===== src/rtl/bus_arbiter.sv =====
// bus_arbiter -- round-robin arbiter for a 4-master shared bus.
//
// Picks one owner among four masters with active-low requests and drives
// one-hot active-low grants decoded from the registered owner index. The
// owner keeps the bus until it drops its request. With MAX_HOLD != 0 a
// continuously requesting owner is moved on once it has held the bus for
// MAX_HOLD cycles, but only on a cycle where its address strobe is idle.
//
// Ports:
//   clk              system clock, rising edge
//   reset_           asynchronous active-low reset (owner -> 0)
//   mN_req_          master N bus request, active-low
//   mN_as_           master N address strobe, active-low (preemption gate only)
//   mN_grnt_         master N grant, active-low, exactly one low at all times
//   owner            index of the current bus owner
module bus_arbiter #(
  parameter int unsigned MAX_HOLD = 0,
  parameter int unsigned HOLD_W   = 8
) (
  input  logic       clk,
  input  logic       reset_,
  input  logic       m0_req_,
  input  logic       m0_as_,
  input  logic       m1_req_,
  input  logic       m1_as_,
  input  logic       m2_req_,
  input  logic       m2_as_,
  input  logic       m3_req_,
  input  logic       m3_as_,
  output logic       m0_grnt_,
  output logic       m1_grnt_,
  output logic       m2_grnt_,
  output logic       m3_grnt_,
  output logic [1:0] owner
);

  logic [3:0]        req_n;
  logic [3:0]        as_n;
  logic [1:0]        owner_q, owner_d;
  logic [HOLD_W-1:0] hold_cnt_q, hold_cnt_d;
  logic [1:0]        next_idx;
  logic [1:0]        cand;
  logic              found;
  logic              owner_req;
  logic              owner_as_idle;
  logic              at_limit;

  assign req_n = {m3_req_, m2_req_, m1_req_, m0_req_};
  assign as_n  = {m3_as_, m2_as_, m1_as_, m0_as_};

  // State register
  always_ff @(posedge clk or negedge reset_) begin
    if (!reset_) begin
      owner_q    <= '0;
      hold_cnt_q <= '0;
    end else begin
      owner_q    <= owner_d;
      hold_cnt_q <= hold_cnt_d;
    end
  end

  // Rotating search starting just after the owner; the owner is never a candidate.
  always_comb begin
    found    = 1'b0;
    next_idx = owner_q;
    cand     = owner_q;
    for (int unsigned i = 1; i < 4; i++) begin
      cand = owner_q + 2'(i);
      if (!found && !req_n[cand]) begin
        found    = 1'b1;
        next_idx = cand;
      end
    end
  end

  // Next-state: release, then preempt, then hold
  always_comb begin
    owner_req     = ~req_n[owner_q];
    owner_as_idle = as_n[owner_q];
    at_limit      = (MAX_HOLD != 0) && (hold_cnt_q == HOLD_W'(MAX_HOLD));
    owner_d       = owner_q;
    hold_cnt_d    = '0;
    if (!owner_req) begin
      // Released: hand over if anyone waits, otherwise park on this owner.
      if (found) owner_d = next_idx;
    end else if (at_limit && owner_as_idle && found) begin
      owner_d = next_idx;
    end else if (hold_cnt_q != HOLD_W'(MAX_HOLD)) begin
      hold_cnt_d = hold_cnt_q + 1'b1;
    end else begin
      // Saturated: stay at the limit so preemption fires on the first idle strobe.
      hold_cnt_d = hold_cnt_q;
    end
  end

  // Outputs decoded from the registered owner only
  always_comb begin
    {m3_grnt_, m2_grnt_, m1_grnt_, m0_grnt_} = ~(4'b0001 << owner_q);
    owner = owner_q;
  end

endmodule

===== config.mk =====
export PLATFORM = sky130hd
export DESIGN_NAME = bus_arbiter
export DESIGN_NICKNAME = d
export VERILOG_FILES = /design/src/rtl/bus_arbiter.sv
export SDC_FILE = /design/constraint.sdc
export NUM_CORES = 1
export LEC_CHECK = 0
export BUFFER_PORTS_ARGS = -buffer_cell sky130_fd_sc_hd__buf_4
export CAP_MARGIN = 20
export CELL_PAD_IN_SITES_DETAIL_PLACEMENT = 1
export CELL_PAD_IN_SITES_GLOBAL_PLACEMENT = 1
export CORE_AREA = 2 2 39 41
export CTS_CLUSTER_SIZE = 28
export DETAILED_ROUTE_END_ITERATION = 12
export DIE_AREA = 0 0 41 43
export PLACE_DENSITY = 0.64
export SLEW_MARGIN = 20
export SYNTH_ARGS = -nofsm -noshare
export SYNTH_HDL_FRONTEND = slang
export SYNTH_SLANG_ARGS = --single-unit

===== constraint.sdc =====
create_clock -name clk -period 2.13 [get_ports clk]
set_clock_uncertainty 0.2 [all_clocks]
set_input_delay 0.213 -clock clk [delete_from_list [all_inputs] [get_ports clk]]
set_output_delay 0.213 -clock clk [all_outputs]
set_load 0.005 [all_outputs]

==> run metrics <==
WP data required 2.03 ns; status completed; Max clock buf depth 2; Max stage delay cell, worst path ha_1; CTS tree yes; GR Overflow Total 0; post-synthesis cell count 34; syn_nets 48; Ports 16; # Max-Cap Violations 0; Clock Latency Late Sink 0.22 ns; fillers 173; Final Total Pwr 747 uW; Finished Core Util 36.0%; largest net degree at the start of global routing 12; number of synthesized register bits 2; hpwl dp 610 um; vias per cell 4.89; Die Y 43 um; synth unique cells 20; number of global-route vias before repair 337; crit-path cells inv_1 -> ha_1 -> mux4_2 -> a21boi_0 -> o21ai_1 -> a21oi_1; crit path kind reg2reg; Pleak 0.235 nW; Inserted Diodes 0; P&R area growth vs syn 36.8%; Fin Setup TNS 0 ns; Critical Path End owner[1]$_DFFE_PN0P_; CP Launch Point owner[0]$_DFFE_PN0P_; DR DRC count 0; CP max FO 4; gpl congestion 0.722; xor and xnor area share after synthesis 2.41%; RSZ-0062 raised after global routing no; Comb power frac 79.6%; IO Port Bufs 11; initial core utilization 26.3%; Synth Area in Compound Gates 12.4%; Cell Rows 14; fin crit period 1.87 ns; final setup fails 0; Final Max Slew Viols 0; Nets 65; Die Span X 41 um; mapped cell area 364 sq um; largest family of logic cells by synthesized area multiplexers; Hold Vio Cnt, Final 0; sequential area share after synthesis 13.7%; Slew headroom 89.8%; Num CTS Buffers 3; CP Buf/Inv Count 1; Sw Share 39.3%; Initial DRT Pass Iterations 3; worst hold-check path type in2async; initial DRC count 2; Reg2Reg Setup Slack 0.26 ns; first-pass GRT wire length 1370 um; Reg clk slew, reported paths 0.03 ns; # clock sinks 2; Mean Syn Cell Area 10.7 sq um; Crit path max-delay family compound AO/OA/AOI/OAI gates; number of flip-flops in the largest register 2; H-Tree Depth 1; Routed wire per std cell 11.8 um; crit-path max cell delay 0.37 ns; clock power share 10.8%; Slew @ Worst Pin 0.152 ns; PD cells 1500 nW/um^2; WL final 769 um; Final Cycle Share 87.6%; Max VDD drop 450 uV; core region area 1380 sq um; die area 1760 sq um; Total GRT Usage 11.7%; Post-Synth Adder-Cell Area 13.7%; reg2reg end owner[1]$_DFFE_PN0P_; post-synthesis mux area share 37.5%; FMAX 536 MHz; Worst path depth 6; antenna-violating nets left 0; Worst Path Arrival 1.76 ns; Synth Area in Simple Gates 9.62%; antenna violations before repair 0; Worst R2R Path Depth 6; Switching Power 294 uW; share of cells above drive strength 1 49.0%; vias 318; Pint 453 uW; Yosys warning total 0; crit path launch type flip-flop; clock root buffer clkbuf_4; Worst Setup End Kind flip-flop; worst r2r src owner[0]$_DFFE_PN0P_; register share of total power 9.6%
logic make-up (layout without fill, tap and decap cells):
group | after synthesis | after routing
XOR/XNOR | 1 | 1
buffers and inverters | 8 | 23
multiplexers | 8 | 8
AO/OA/AOI/OAI | 6 | 6
flip-flops | 2 | 2
adder cells (fa/ha/maj) | 4 | 4
AND/OR/NAND/NOR | 5 | 5
worst min path at each step:
| stage | end | startpoint | slack [ns] |
|---|---|---|---|
| 3_3_place_gp | owner[0]$_DFFE_PN0P_ | reset_ | -0.20 |
| 5_1_grt | owner[1]$_DFFE_PN0P_ | reset_ | 0.12 |
| 3_5_place_dp | owner[1]$_DFFE_PN0P_ | reset_ | -0.20 |
| 6_report | owner[0]$_DFFE_PN0P_ | reset_ | 0.13 |
| 2_1_floorplan | owner[0]$_DFFE_PN0P_ | reset_ | -0.28 |
| 4_1_cts | owner[0]$_DFFE_PN0P_ | reset_ | 0.12 |
area by class of cell:
| class | instances | area (sq um) | area share (%) |
|---|---|---|---|
| multi-input combinational | 24 | 275 | 55.3 |
| sequential | 2 | 50.0 | 10.1 |
| timing repair buffer | 14 | 108 | 21.6 |
| inverter | 6 | 22.5 | 4.52 |
| tap | 16 | 20.0 | 4.02 |
| clock buffer | 3 | 22.5 | 4.52 |
cells in the mapped netlist:
cell | number | share of area, %
nand2_1 | 1 | 1.0
buf_6 | 1 | 3.1
a21boi_0 | 1 | 2.1
a21boi_2 | 1 | 3.1
buf_2 | 1 | 1.4
nand3_1 | 1 | 1.4
mux4_2 | 3 | 19
mux2i_1 | 2 | 5.5
inv_1 | 6 | 6.2
xnor2_1 | 1 | 2.4
nand2b_4 | 1 | 3.8
ha_1 | 4 | 14
o21ai_1 | 1 | 1.4
a21oi_1 | 2 | 2.7
nand2b_1 | 1 | 1.7
nand4_1 | 1 | 1.7
mux2_2 | 2 | 6.2
mux4_1 | 1 | 7.2
dfrtp_1 | 2 | 14
o221a_2 | 1 | 3.1
repair_timing:
action / 4_1_cts / 5_1_grt
resized for setup: 0 / 0
endpoints found under the hold margin: 2 / 0
hold buffers: 1 / 0
buffers inserted: 0 / 0
through the flow:
step,cells,hold WS [ns],instance area (sq um),worst slack [ns]
2_1_floorplan,34,-0.283,364,0.180
6_report,65,0.135,498,0.265
3_5_place_dp,61,-0.201,465,0.249
3_3_place_gp,61,-0.203,465,0.255
4_1_cts,65,0.117,498,0.237
5_1_grt,65,0.125,498,0.162
per-layer routing:
layer	vias up	GRT usage, %	wire length (um)
met4	0	8.00	0
li1	154	-	-
met3	0	1.57	42
met2	11	17.8	399
met1	153	14.5	328
met5	-	0	0
placed cells by master (no fill, tap or decap), drive strengths merged:
master and instances:
buf 13, mux2i 2, ha 4, mux4 4, a21boi 2, inv 6
a21oi 2, clkbuf 3, o21ai 1, xnor2 1, o221a 1, nand4 1
dfrtp 2, nand2 1, mux2 2, nand2b 2, nand3 1, dlygate4sd3 1
power groups by stage:
stage | sequential, mW | clock (mW) | combinational, mW
floorplan | 0.0825 | 0 | 0.424
global placement | 0.0710 | 0 | 0.594
detailed placement | 0.0722 | 0 | 0.606
CTS | 0.0721 | 0.0858 | 0.609
global route | 0.0746 | 0.0900 | 0.668
finish | 0.0717 | 0.0805 | 0.595
(Power assumes the default switching activity.)
